**src/rtl/wb_arbiter_pkg.sv**
```systemverilog
// wb_arbiter_pkg: shared write-back constants, arbitration state encoding and age helper.
package wb_arbiter_pkg;
    localparam int W_DATA_DEF     = 32;
    localparam int W_REG_DEF      = 4;
    localparam int DEPTH_DEF      = 2;
    localparam int STARVE_MAX_DEF = 2;

    typedef enum logic {LD_PRI = 1'b0, ALU_PRI = 1'b1} arb_state_e;

    // Sequence numbers wrap mod 8; ALU is older when load issued 1..3 slots later.
    function automatic logic alu_is_older(input logic [2:0] alu_seq, input logic [2:0] ld_seq);
        logic [2:0] d;
        d = ld_seq - alu_seq;
        return d inside {3'd1, 3'd2, 3'd3};
    endfunction
endpackage

```
**src/rtl/wb_fifo.sv**
```systemverilog
// wb_fifo: per-requester buffer; ready depends only on occupancy, so a full FIFO never accepts.
module wb_fifo #(
    parameter int W     = 8,
    parameter int DEPTH = 2
) (
    input  logic         clk,
    input  logic         rst,
    input  logic         push_i,
    input  logic [W-1:0] din_i,
    output logic         ready_o,
    input  logic         pop_i,
    output logic [W-1:0] dout_o,
    output logic         valid_o
);
    localparam int AW = DEPTH > 1 ? $clog2(DEPTH) : 1;
    localparam int CW = $clog2(DEPTH + 1);

    logic [W-1:0]  mem_q [DEPTH];
    logic [W-1:0]  mem_d [DEPTH];
    logic [AW-1:0] wr_q, wr_d, rd_q, rd_d;
    logic [CW-1:0] cnt_q, cnt_d;
    logic          do_push, do_pop;

    assign ready_o = cnt_q < CW'(DEPTH);
    assign valid_o = cnt_q != '0;
    assign dout_o  = mem_q[rd_q];

    always_comb begin
        mem_d   = mem_q;
        do_push = push_i & ready_o;
        do_pop  = pop_i & valid_o;
        if (do_push) mem_d[wr_q] = din_i;
        wr_d  = do_push ? ((wr_q == AW'(DEPTH - 1)) ? '0 : wr_q + 1'b1) : wr_q;
        rd_d  = do_pop ? ((rd_q == AW'(DEPTH - 1)) ? '0 : rd_q + 1'b1) : rd_q;
        cnt_d = cnt_q + CW'(do_push) - CW'(do_pop);
    end

    always_ff @(posedge clk or negedge rst) begin
        if (!rst) begin
            mem_q <= '{default: '0};
            wr_q  <= '0;
            rd_q  <= '0;
            cnt_q <= '0;
        end else begin
            mem_q <= mem_d;
            wr_q  <= wr_d;
            rd_q  <= rd_d;
            cnt_q <= cnt_d;
        end
    end
endmodule

```
**src/rtl/wb_arbiter.sv**
```systemverilog
// wb_arbiter: merges ALU and load results onto one register-file write port,
// keeping same-register writes in age order and bounding ALU starvation.
module wb_arbiter
    import wb_arbiter_pkg::*;
#(
    parameter int W_DATA     = W_DATA_DEF,
    parameter int W_REG      = W_REG_DEF,
    parameter int DEPTH      = DEPTH_DEF,
    parameter int STARVE_MAX = STARVE_MAX_DEF
) (
    input  logic              clk,
    input  logic              rst,
    input  logic              alu_valid_i,
    input  logic [W_REG-1:0]  alu_r_i,
    input  logic [W_DATA-1:0] alu_data_i,
    input  logic [2:0]        alu_seq_i,
    output logic              alu_ready_o,
    input  logic              ld_valid_i,
    input  logic [W_REG-1:0]  ld_r_i,
    input  logic [W_DATA-1:0] ld_data_i,
    input  logic [2:0]        ld_seq_i,
    output logic              ld_ready_o,
    output logic              wb_o,
    output logic [W_REG-1:0]  wb_r_o,
    output logic [W_DATA-1:0] wb_data_o,
    output logic              stall_o
);
    localparam int EW = W_REG + W_DATA + 3;

    logic [EW-1:0]     alu_head, ld_head;
    logic              alu_hv, ld_hv, grant_alu, grant_ld;
    logic [W_REG-1:0]  alu_hr, ld_hr;
    arb_state_e        state_q, state_d;
    logic [1:0]        starve_q, starve_d;
    logic              wb_q, wb_d;
    logic [W_REG-1:0]  wb_r_q, wb_r_d;
    logic [W_DATA-1:0] wb_data_q, wb_data_d;

    wb_fifo #(.W(EW), .DEPTH(DEPTH)) u_alu_fifo (
        .clk(clk), .rst(rst),
        .push_i(alu_valid_i), .din_i({alu_r_i, alu_data_i, alu_seq_i}), .ready_o(alu_ready_o),
        .pop_i(grant_alu), .dout_o(alu_head), .valid_o(alu_hv)
    );

    wb_fifo #(.W(EW), .DEPTH(DEPTH)) u_ld_fifo (
        .clk(clk), .rst(rst),
        .push_i(ld_valid_i), .din_i({ld_r_i, ld_data_i, ld_seq_i}), .ready_o(ld_ready_o),
        .pop_i(grant_ld), .dout_o(ld_head), .valid_o(ld_hv)
    );

    assign alu_hr    = alu_head[EW-1 -: W_REG];
    assign ld_hr     = ld_head[EW-1 -: W_REG];
    assign stall_o   = ~alu_ready_o | ~ld_ready_o;
    assign wb_o      = wb_q;
    assign wb_r_o    = wb_r_q;
    assign wb_data_o = wb_data_q;

    // Same-register conflicts are resolved by age before the priority state is consulted.
    always_comb begin
        grant_alu = alu_hv & (~ld_hv | ((alu_hr == ld_hr) ? alu_is_older(alu_head[2:0], ld_head[2:0])
                                                          : (state_q == ALU_PRI)));
        grant_ld  = ld_hv & ~grant_alu;
        starve_d  = grant_alu ? 2'd0 : (alu_hv & grant_ld & (starve_q != 2'd3)) ? starve_q + 2'd1 : starve_q;
        state_d   = grant_alu ? LD_PRI : (int'(starve_d) >= STARVE_MAX) ? ALU_PRI : state_q;
        wb_d      = grant_alu | grant_ld;
        wb_r_d    = grant_alu ? alu_hr : grant_ld ? ld_hr : wb_r_q;
        wb_data_d = grant_alu ? alu_head[W_DATA+2:3] : grant_ld ? ld_head[W_DATA+2:3] : wb_data_q;
    end

    always_ff @(posedge clk or negedge rst) begin
        if (!rst) begin
            state_q   <= LD_PRI;
            starve_q  <= '0;
            wb_q      <= 1'b0;
            wb_r_q    <= '0;
            wb_data_q <= '0;
        end else begin
            state_q   <= state_d;
            starve_q  <= starve_d;
            wb_q      <= wb_d;
            wb_r_q    <= wb_r_d;
            wb_data_q <= wb_data_d;
        end
    end
endmodule

```
**config.mk**
```make
export PLATFORM = sky130hd
export DESIGN_NAME = wb_arbiter
export DESIGN_NICKNAME = d
export VERILOG_FILES = /design/src/rtl/wb_arbiter_pkg.sv /design/src/rtl/wb_fifo.sv /design/src/rtl/wb_arbiter.sv
export SDC_FILE = /design/constraint.sdc
export NUM_CORES = 1
export LEC_CHECK = 0
export ABC_CLOCK_PERIOD_IN_PS = 10900
export BUFFER_PORTS_ARGS = -buffer_cell sky130_fd_sc_hd__buf_2
export CAP_MARGIN = 25
export CORE_UTILIZATION = 30
export DETAILED_ROUTE_END_ITERATION = 10
export PLACE_DENSITY_LB_ADDON = 0.12
export SETUP_SLACK_MARGIN = 0.2
export SKIP_CTS_REPAIR_TIMING = 1
export SYNTH_ARGS = -nofsm -noshare
export SYNTH_HDL_FRONTEND = slang
export SYNTH_SLANG_ARGS = --single-unit
```
**constraint.sdc**
```tcl
create_clock -name clk -period 10.9 [get_ports clk]
set_clock_uncertainty 0.15 [all_clocks]
set_input_delay 0.545 -clock clk [delete_from_list [all_inputs] [get_ports clk]]
set_output_delay 0.545 -clock clk [all_outputs]
set_load 0.01 [all_outputs]
```
==> flow_metrics.env, run 1 <==
export IMPL_die_area_um2=30700
export IMPL_fin_nets=854
export IMPL_hold_viol=0
export IMPL_power_share_sequential=0.369
export IMPL_synthTopCellsByCount="204 x dfrtp_1, 159 x mux2_2, 108 x mux2i_1"
export IMPL_initial_core_util=0.304
export IMPL_setup_viol=0
export IMPL_portBuffers=121
export IMPL_async_flop_share=1.00
export IMPL_grt_max_degree=87
export IMPL_endpoint_kind="flip-flop"
export IMPL_peakVddDrop_uv=191
export IMPL_cts_tree="done"
export IMPL_wl_um=21000
export IMPL_p_int_mw=2.49
export IMPL_grt_pass1_wl_um=33800
export IMPL_path_clk_slew_ns=0.06
export IMPL_dr_pass1_iters=4
export IMPL_syn_num_nets=733
export IMPL_wl_met2_um=10100
export IMPL_min_period_ns=3.80
export IMPL_ys_seq_area_frac=0.567
export IMPL_core_area_um2=29600
export IMPL_synth_distinct_cells=31
export IMPL_placed_area_um2=9990
export IMPL_ys_warnings_count=0
export IMPL_syn_mean_instance_area_um2=14.0
export IMPL_rows=63
export IMPL_clockPowerShare=0.225
export IMPL_area_growth_syn_to_layout_pct=20.7
export IMPL_r2r_slack_ns=7.10
export IMPL_worstReg2RegEnd="u_ld_fifo.cnt_q[1]$_DFF_PN0_"
export IMPL_p_sw_frac=0.341
export IMPL_status="complete, no violations"
export IMPL_met3_wirelength_um=886
export IMPL_slew_headroom=0.443
export IMPL_power_density_nw_per_um2=348
export IMPL_finalCritPeriodShare=0.349
export IMPL_min_path_cells=2
export IMPL_top_layer="met5"
export IMPL_yosysMostFrequentCell="dfrtp_1"
export IMPL_rsz0062_at_grt="false"
export IMPL_pwr_share_comb=0.406
export IMPL_grt_overflow=0
export IMPL_drv_slew=0
export IMPL_crit_path_start="u_ld_fifo.rd_q$_DFFE_PN0P_"
export IMPL_dp_hpwl_um=14200
export IMPL_grt_util_all_layers=0.141
export IMPL_fin_ws_ns=7.10
export IMPL_cts_sinks=204
export IMPL_cts_root_buffer="clkbuf_16"
export IMPL_fin_tns_setup_ns=0
export IMPL_r2r_start="u_ld_fifo.rd_q$_DFFE_PN0P_"
export IMPL_reg2reg_depth=11
export IMPL_ios=122
export IMPL_numCtsBuffers=25
export IMPL_dieHeight_um=175
export IMPL_place_ws_ns=7.07
export IMPL_synth_seq_cells=204
export IMPL_n_fill_cell=2904
export IMPL_drive_above_1_share=0.435
export IMPL_synth_area_leaders="dfrtp_1 57%, mux2_2 20%, mux2i_1 12%, a21oi_1 1.8%, nor2_1 1.7%"
export IMPL_holdPathEnd="u_alu_fifo.mem_q[17]$_DFFE_PN0P_"
export IMPL_power_leakage_nw=5.06
export IMPL_arrival_ns=4.08
export IMPL_globalplace_congestion=0.757
export IMPL_dr_total_vias=5465
export IMPL_synth_edf_count=0
export IMPL_finish_utilization=0.367
export IMPL_start_kind="flip-flop"
export IMPL_antenna_found_initial=3
export IMPL_grt_pass1_vias=6097
export IMPL_min_path_type="primary input to flip-flop"
export IMPL_synthCells=644
export IMPL_vias_per_cell=4.65
export IMPL_worstPathMaxFanout=21
export IMPL_clk_latency_ns=0.50
export IMPL_drt_initial_drc_count=160
export IMPL_critPathKind="flip-flop to flip-flop"
export IMPL_clk_path_buf_depth=3
export IMPL_yosys_area_top_type_share=0.567
export IMPL_final_area_um2=10900
export IMPL_synth_ff_type="dfrtp_1"
export IMPL_drcViolationCount=0
export IMPL_wl_per_cell_um=17.9
export IMPL_cts_max_level=1
export IMPL_worst_slew_pin_slew_ns=0.836
export IMPL_cap_viol_max_count=0
export IMPL_crit_required_ns=11.18
export IMPL_power_switching_mw=1.29
export IMPL_ant_nets=0
export IMPL_dieWidth_um=175
export IMPL_holdCritStartpoint="alu_data_i[14]"
export IMPL_synth_area_um2=9000
export IMPL_wl_met1_um=9420
export IMPL_synth_top_area_cell="dfrtp_1"
export IMPL_clock_fmax_mhz=263
metrics by stage:
| step | power, mW | cells | hold slack [ns] |
|---|---|---|---|
| final | 3.78 | 1175 | 0.132 |
| after global routing | 4.07 | 1172 | 0.112 |
| after CTS | 3.86 | 1171 | -0.0446 |
| after detailed placement | 2.99 | 1127 | 0.344 |
| after global placement | 2.92 | 1126 | 0.333 |
| after floorplan | 2.59 | 644 | 0.0994 |
area by class of cell:
type	instances	area, µm²	area share
multi-input cells	392	3650	0.337
repair buffers	132	712	0.0656
well taps	390	488	0.0449
flip-flops and latches	204	5110	0.470
clock buffers	34	699	0.0644
clock inverters	10	153	0.0141
diodes	3	7.51	0.000691
inverters	10	37.5	0.00346
layout by cell type, fill, tap and decap left out, drive strengths merged, types with 6 or more instances in the layout:
| master | synthesis | routed |
|---|---|---|
| inv | 10 | 10 |
| clkbuf | 21 | 35 |
| mux2i | 108 | 108 |
| o21ai | 6 | 6 |
| mux2 | 160 | 160 |
| nor2 | 40 | 40 |
| buf | 17 | 130 |
| ha | 6 | 6 |
| nand2 | 10 | 10 |
| a21oi | 33 | 33 |
| xnor2 | 9 | 9 |
| dfrtp | 204 | 204 |
worst max-delay path by stage:
stage,slack [ns],cells past startpoint,endpoint
final,7.10,11,u_ld_fifo.cnt_q[1]$_DFF_PN0_
after global routing,6.88,13,u_ld_fifo.cnt_q[1]$_DFF_PN0_
after CTS,7.06,11,u_ld_fifo.cnt_q[1]$_DFF_PN0_
after detailed placement,7.07,13,u_ld_fifo.cnt_q[1]$_DFF_PN0_
after floorplan,6.92,19,u_alu_fifo.cnt_q[1]$_DFF_PN0_
after global placement,7.16,13,u_ld_fifo.cnt_q[1]$_DFF_PN0_
power by group through the flow:
stage,clock (mW),combinational (mW),sequential [mW]
floorplan,0,1.24,1.35
CTS,0.883,1.58,1.40
finish,0.852,1.54,1.39
global placement,0,1.52,1.40
global route,0.912,1.70,1.45
detailed placement,0,1.58,1.41
registers in the layout (all words and copies together), names as in the netlist:
signal and cells:
wb_o 1, wb_data_o 32, u_alu_fifo.rd_q 1, u_ld_fifo.wr_q 1, u_ld_fifo.rd_q 1, state_q 1, u_ld_fifo.mem_q 78, u_alu_fifo.cnt_q 2
starve_q 2, u_alu_fifo.wr_q 1, wb_r_o 4, u_ld_fifo.cnt_q 2, u_alu_fifo.mem_q 78
metal layers:
metal | global-route usage | up-vias
li1 | - | 2543
met1 | 0.183 | 2770
met2 | 0.234 | 110
met3 | 0.0296 | 40
met4 | 0.0464 | 2
met5 | 0 | -
cell families after synthesis:
logic type      share of synthesized area
compound gates                     0.0311
xor+xnor                           0.0142
fa+ha+maj                          0.0106
buf+inv                            0.0305
flops                               0.567
mux                                 0.321
simple gates                       0.0256
critical path, cell delays in order, from the launching register on:
cell	delay, ns
dfrtp_2	0.82
buf_4	0.52
mux2i_1	0.38
xnor2_1	0.20
nand4_2	0.17
mux2_4	0.37
a21oi_2	0.34
ha_1	0.30
inv_1	0.06
ha_1	0.14
xnor2_1	0.13
xnor2_1	0.13
(Power assumes the default switching activity.)
==> run 2: changes to the inputs <==
ABC_CLOCK_PERIOD_IN_PS = 3700   (was 10900)
clock period = 3.7 ns   (was 10.9 ns; I/O delays follow)
==> flow_metrics.env, run 2 (synthesized netlist as in run 1, its figures left out) <==
export IMPL_drv_slew=0
export IMPL_power_switching_mw=3.79
export IMPL_ant_nets=0
export IMPL_worstReg2RegEnd="wb_data_o[16]$_DFFE_PN0P_"
export IMPL_p_int_mw=7.17
export IMPL_start_kind="flip-flop"
export IMPL_clk_path_buf_depth=3
export IMPL_p_sw_frac=0.346
export IMPL_fin_tns_setup_ns=0
export IMPL_finalCritPeriodShare=0.851
export IMPL_grt_pass1_vias=5906
export IMPL_grt_pass1_wl_um=33500
export IMPL_rsz0062_at_grt="false"
export IMPL_cap_viol_max_count=0
export IMPL_cts_sinks=204
export IMPL_clock_fmax_mhz=318
export IMPL_holdCritStartpoint="alu_valid_i"
export IMPL_drt_initial_drc_count=171
export IMPL_diodes=0
export IMPL_pwr_share_comb=0.429
export IMPL_antenna_found_initial=0
export IMPL_arrival_ns=3.43
export IMPL_area_growth_syn_to_layout_pct=28.9
export IMPL_dieWidth_um=175
export IMPL_slew_headroom=0.468
export IMPL_die_area_um2=30700
export IMPL_crit_family="buffers and inverters"
export IMPL_min_period_ns=3.15
export IMPL_clk_latency_ns=0.51
export IMPL_crit_required_ns=3.98
export IMPL_power_leakage_nw=5.37
export IMPL_cts_max_level=1
export IMPL_portBuffers=121
export IMPL_peakVddDrop_uv=442
export IMPL_cts_root_buffer="clkbuf_16"
export IMPL_globalplace_congestion=0.708
export IMPL_grt_max_degree=93
export IMPL_core_area_um2=29600
export IMPL_dieHeight_um=175
export IMPL_critPathKind="flip-flop to flip-flop"
export IMPL_drive_above_1_share=0.400
export IMPL_numCtsBuffers=24
export IMPL_worst_path_buf_inv=3
export IMPL_endpoint_kind="flip-flop"
export IMPL_hold_viol=1
export IMPL_holdWs_ns=-0.00364
export IMPL_initial_core_util=0.304
export IMPL_r2r_start="u_alu_fifo.rd_q$_DFFE_PN0P_"
export IMPL_wl_um=21200
export IMPL_min_path_type="primary input to flip-flop"
export IMPL_cp_slowest_cell="buf_4"
export IMPL_power_share_sequential=0.370
export IMPL_ios=122
export IMPL_worstPathMaxFanout=33
export IMPL_crit_chain="buf_4 > mux2i_1 > fa_2 > inv_1 > a21oi_1 > mux2_4 > o21ai_4 > buf_4 > mux2i_1"
export IMPL_drcViolationCount=0
export IMPL_worst_slew_pin_slew_ns=0.797
export IMPL_dr_pass1_iters=4
export IMPL_final_cell_mix="202 x dfrtp_1, 159 x mux2_2, 120 x buf_2"
export IMPL_rows=63
export IMPL_clockPowerShare=0.201
export IMPL_power_density_nw_per_um2=945
export IMPL_grt_overflow=0
export IMPL_fin_nets=936
export IMPL_setup_viol=0
export IMPL_wl_per_cell_um=16.9
export IMPL_max_stage_delay_ns=0.56
export IMPL_vias_per_cell=4.54
export IMPL_dp_hpwl_um=14600
export IMPL_status="finished with violations"
export IMPL_violations="negative hold slack"
export IMPL_min_path_cells=3
export IMPL_reg2reg_depth=9
export IMPL_dr_total_vias=5686
export IMPL_grt_util_all_layers=0.140
export IMPL_path_clk_slew_ns=0.06
export IMPL_final_common_cell="dfrtp_1"
export IMPL_holdPathEnd="u_alu_fifo.wr_q$_DFFE_PN0P_"
export IMPL_cts_tree="done"
export IMPL_r2r_slack_ns=0.55
[run 2: cell count changes in the layout (fill, tap and decap cells not counted), sizes merged]
cell / delta
clkinv: +2
buf: +5
clkinvlp: -1
diode: -3
dlygate4sd3: +78
bufinv: -4
[run 2: per-stage QoR]
step | power, mW | setup slack [ns] | area, µm² | utilization | instances
global placement | 8.66 | 0.556 | 10000 | 0.339 | 1130
CTS | 11.1 | 0.485 | 10800 | 0.366 | 1173
global route | 11.8 | 0.340 | 11600 | 0.392 | 1252
finish | 11.0 | 0.550 | 11600 | 0.392 | 1252
floorplan | 7.67 | 0.202 | 9030 | - | 644
detailed placement | 8.84 | 0.519 | 10100 | 0.341 | 1132
[run 2: routing by layer]
metal	vias up	global-route usage	wire length, µm
li1	2686	-	-
met1	2887	0.190	10000
met2	93	0.227	9950
met3	20	0.0309	887
met4	0	0.0326	286
met5	-	0	0
[run 2: worst max-delay path by stage]
stage	cells after the start	endpoint	slack [ns]	startpoint
6_report	9	wb_data_o[16]$_DFFE_PN0P_	0.55	u_alu_fifo.rd_q$_DFFE_PN0P_
5_1_grt	9	wb_data_o[30]$_DFFE_PN0P_	0.34	u_alu_fifo.rd_q$_DFFE_PN0P_
4_1_cts	9	wb_data_o[16]$_DFFE_PN0P_	0.48	u_alu_fifo.rd_q$_DFFE_PN0P_
3_5_place_dp	9	wb_data_o[16]$_DFFE_PN0P_	0.52	u_alu_fifo.rd_q$_DFFE_PN0P_
3_3_place_gp	13	u_alu_fifo.cnt_q[1]$_DFF_PN0_	0.56	u_alu_fifo.rd_q$_DFFE_PN0P_
2_1_floorplan	19	u_alu_fifo.cnt_q[1]$_DFF_PN0_	0.20	u_ld_fifo.rd_q$_DFFE_PN0P_
[run 2: worst min-delay path, delay by kind of cell]
kind                      cells  cell delay, ns
and+or+nand+nor               1            0.18
buffers and inverters         1            0.10
xor gates and xnor gates      1            0.16
[run 2: final cells by class]
type / count / area (µm²)
Clock buffer: 34 / 699
Clock inverter: 7 / 38.8
Sequential cell: 204 / 5110
Fill cell: 2873 / 18000
Timing Repair Buffer: 215 / 1570
Inverter: 10 / 37.5
Tap cell: 390 / 488
Multi-Input combinational cell: 392 / 3660
[run 2: power groups by stage]
stage          combinational [mW]  clock (mW)  sequential [mW]
2_1_floorplan                3.69           0             3.98
6_report                     4.70        2.20             4.06
3_5_place_dp                 4.74           0             4.10
5_1_grt                      5.20        2.37             4.22
3_3_place_gp                 4.60           0             4.06
4_1_cts                      4.75        2.28             4.07
==> run 3: changes to the inputs <==
CORE_UTILIZATION = 31   (was 30)
==> flow_metrics.env, run 3 (synthesized netlist as in run 1, its figures left out) <==
export IMPL_clk_path_buf_depth=3
export IMPL_clock_fmax_mhz=311
export IMPL_dr_pass1_iters=4
export IMPL_n_fill_cell=2688
export IMPL_cts_sinks=204
export IMPL_hold_viol=1
export IMPL_grt_util_all_layers=0.149
export IMPL_worst_slew_pin_slew_ns=0.829
export IMPL_power_leakage_nw=5.43
export IMPL_arrival_ns=3.49
export IMPL_drcViolationCount=0
export IMPL_violations="negative hold slack"
export IMPL_min_path_type="primary input to flip-flop"
export IMPL_place_ws_ns=0.430
export IMPL_wl_um=21400
export IMPL_globalplace_congestion=0.734
export IMPL_fin_nets=937
export IMPL_path_clk_slew_ns=0.06
export IMPL_cap_viol_max_count=0
export IMPL_crit_required_ns=3.98
export IMPL_final_cell_mix="202 x dfrtp_1, 159 x mux2_2, 120 x buf_2"
export IMPL_rsz0062_at_grt="false"
export IMPL_ios=122
export IMPL_min_period_ns=3.22
export IMPL_critPathKind="flip-flop to flip-flop"
export IMPL_grt_pass1_vias=5953
export IMPL_rows=62
export IMPL_clk_latency_ns=0.51
export IMPL_start_kind="flip-flop"
export IMPL_final_common_cell="dfrtp_1"
export IMPL_grt_pass1_wl_um=33800
export IMPL_cts_max_level=1
export IMPL_worstPathMaxFanout=33
export IMPL_slew_headroom=0.447
export IMPL_finalCritPeriodShare=0.869
export IMPL_diodes=0
export IMPL_worstReg2RegEnd="wb_data_o[25]$_DFFE_PN0P_"
export IMPL_endpoint="wb_data_o[25]$_DFFE_PN0P_"
export IMPL_die_area_um2=29700
export IMPL_holdWs_ns=-0.00360
export IMPL_r2r_start="u_alu_fifo.rd_q$_DFFE_PN0P_"
export IMPL_min_path_cells=3
export IMPL_dieHeight_um=172
export IMPL_cts_root_buffer="clkbuf_16"
export IMPL_antenna_found_initial=0
export IMPL_final_area_um2=11700
export IMPL_power_density_nw_per_um2=966
export IMPL_portBuffers=121
export IMPL_cts_tree="done"
export IMPL_peakVddDrop_uv=459
export IMPL_area_growth_syn_to_layout_pct=30.5
export IMPL_endpoint_kind="flip-flop"
export IMPL_drt_initial_drc_count=187
export IMPL_multi_input_area_um2=3660
export IMPL_initial_core_util=0.314
export IMPL_vias_per_cell=4.55
export IMPL_wl_per_cell_um=17.2
export IMPL_drv_slew=0
export IMPL_ant_nets=0
export IMPL_placed_area_um2=10100
export IMPL_numCtsBuffers=26
export IMPL_dp_hpwl_um=14300
export IMPL_crit_path_start="u_alu_fifo.rd_q$_DFFE_PN0P_"
export IMPL_dr_total_vias=5678
export IMPL_grt_overflow=0
export IMPL_reg2reg_depth=9
export IMPL_fin_ws_ns=0.484
export IMPL_grt_max_degree=100
export IMPL_r2r_slack_ns=0.48
export IMPL_dieWidth_um=172
export IMPL_seqCellArea_um2=5110
export IMPL_status="finished with violations"
export IMPL_core_area_um2=28600
export IMPL_setup_viol=0
export IMPL_fin_tns_setup_ns=0
export IMPL_drive_above_1_share=0.402
## run 3: cell count changes in the layout (fill, tap and decap cells not counted)
cell | previous run | this run
clkbuf_8 | 5 | 10
buf_16 | 0 | 1
clkbuf_16 | 25 | 27
clkinv_2 | 6 | 2
buf_4 | 11 | 10
clkinv_4 | 1 | 0
bufinv_16 | 0 | 2
buf_12 | 4 | 3
## run 3: cell type report
cell class	instances	area share
Tap cell	384	0.0409
Sequential cell	204	0.435
Multi-Input combinational cell	392	0.312
Clock inverter	4	0.00597
Inverter	10	0.00320
Clock buffer	41	0.0697
Timing Repair Buffer	214	0.133
## run 3: how the worst min path moves through the flow
stage | from | to | slack, ns
final | ld_valid_i | u_ld_fifo.wr_q$_DFFE_PN0P_ | -0.004
after detailed placement | rst | u_alu_fifo.mem_q[67]$_DFFE_PN0P_ | 0.18
after floorplan | rst | starve_q[0]$_DFF_PN0_ | -0.26
after CTS | rst | u_alu_fifo.mem_q[67]$_DFFE_PN0P_ | -0.37
after global placement | rst | u_alu_fifo.mem_q[67]$_DFFE_PN0P_ | 0.17
after global routing | ld_valid_i | u_ld_fifo.wr_q$_DFFE_PN0P_ | 0.01
## run 3: critical path, cell delays in order (launching register included)
cell and delay (ns):
dfrtp_2 0.35, buf_4 0.37, mux2i_1 0.32, fa_2 0.48
inv_1 0.06, a21oi_1 0.07, mux2_4 0.31, o21ai_4 0.15
buf_4 0.57, mux2i_1 0.26
## run 3: power breakdown
part	leakage, nW	internal [mW]	switching [mW]	total (mW)
registers	2.42	3.43	0.615	4.05
logic	2.58	2.43	2.31	4.74
clock network	0.439	1.64	0.910	2.55
total	5.43	7.50	3.84	11.3
## run 3: metal layers
layer / part of all wire / vias up / track usage
li1: - / 2688 / -
met1: 0.46 / 2876 / 0.192
met2: 0.49 / 91 / 0.252
met3: 0.040 / 23 / 0.0346
met4: 0.014 / 0 / 0.0366
met5: 0 / - / 0
## run 3: stage by stage
step / utilization / total power, mW / std cells / hold slack [ns]
after floorplan: - / 7.67 / 644 / -0.261
after global routing: 0.410 / 12.2 / 1249 / 0.0105
after CTS: 0.383 / 11.5 / 1170 / -0.367
after global placement: 0.351 / 8.65 / 1124 / 0.166
final: 0.410 / 11.3 / 1249 / -0.00360
after detailed placement: 0.352 / 8.89 / 1125 / 0.182
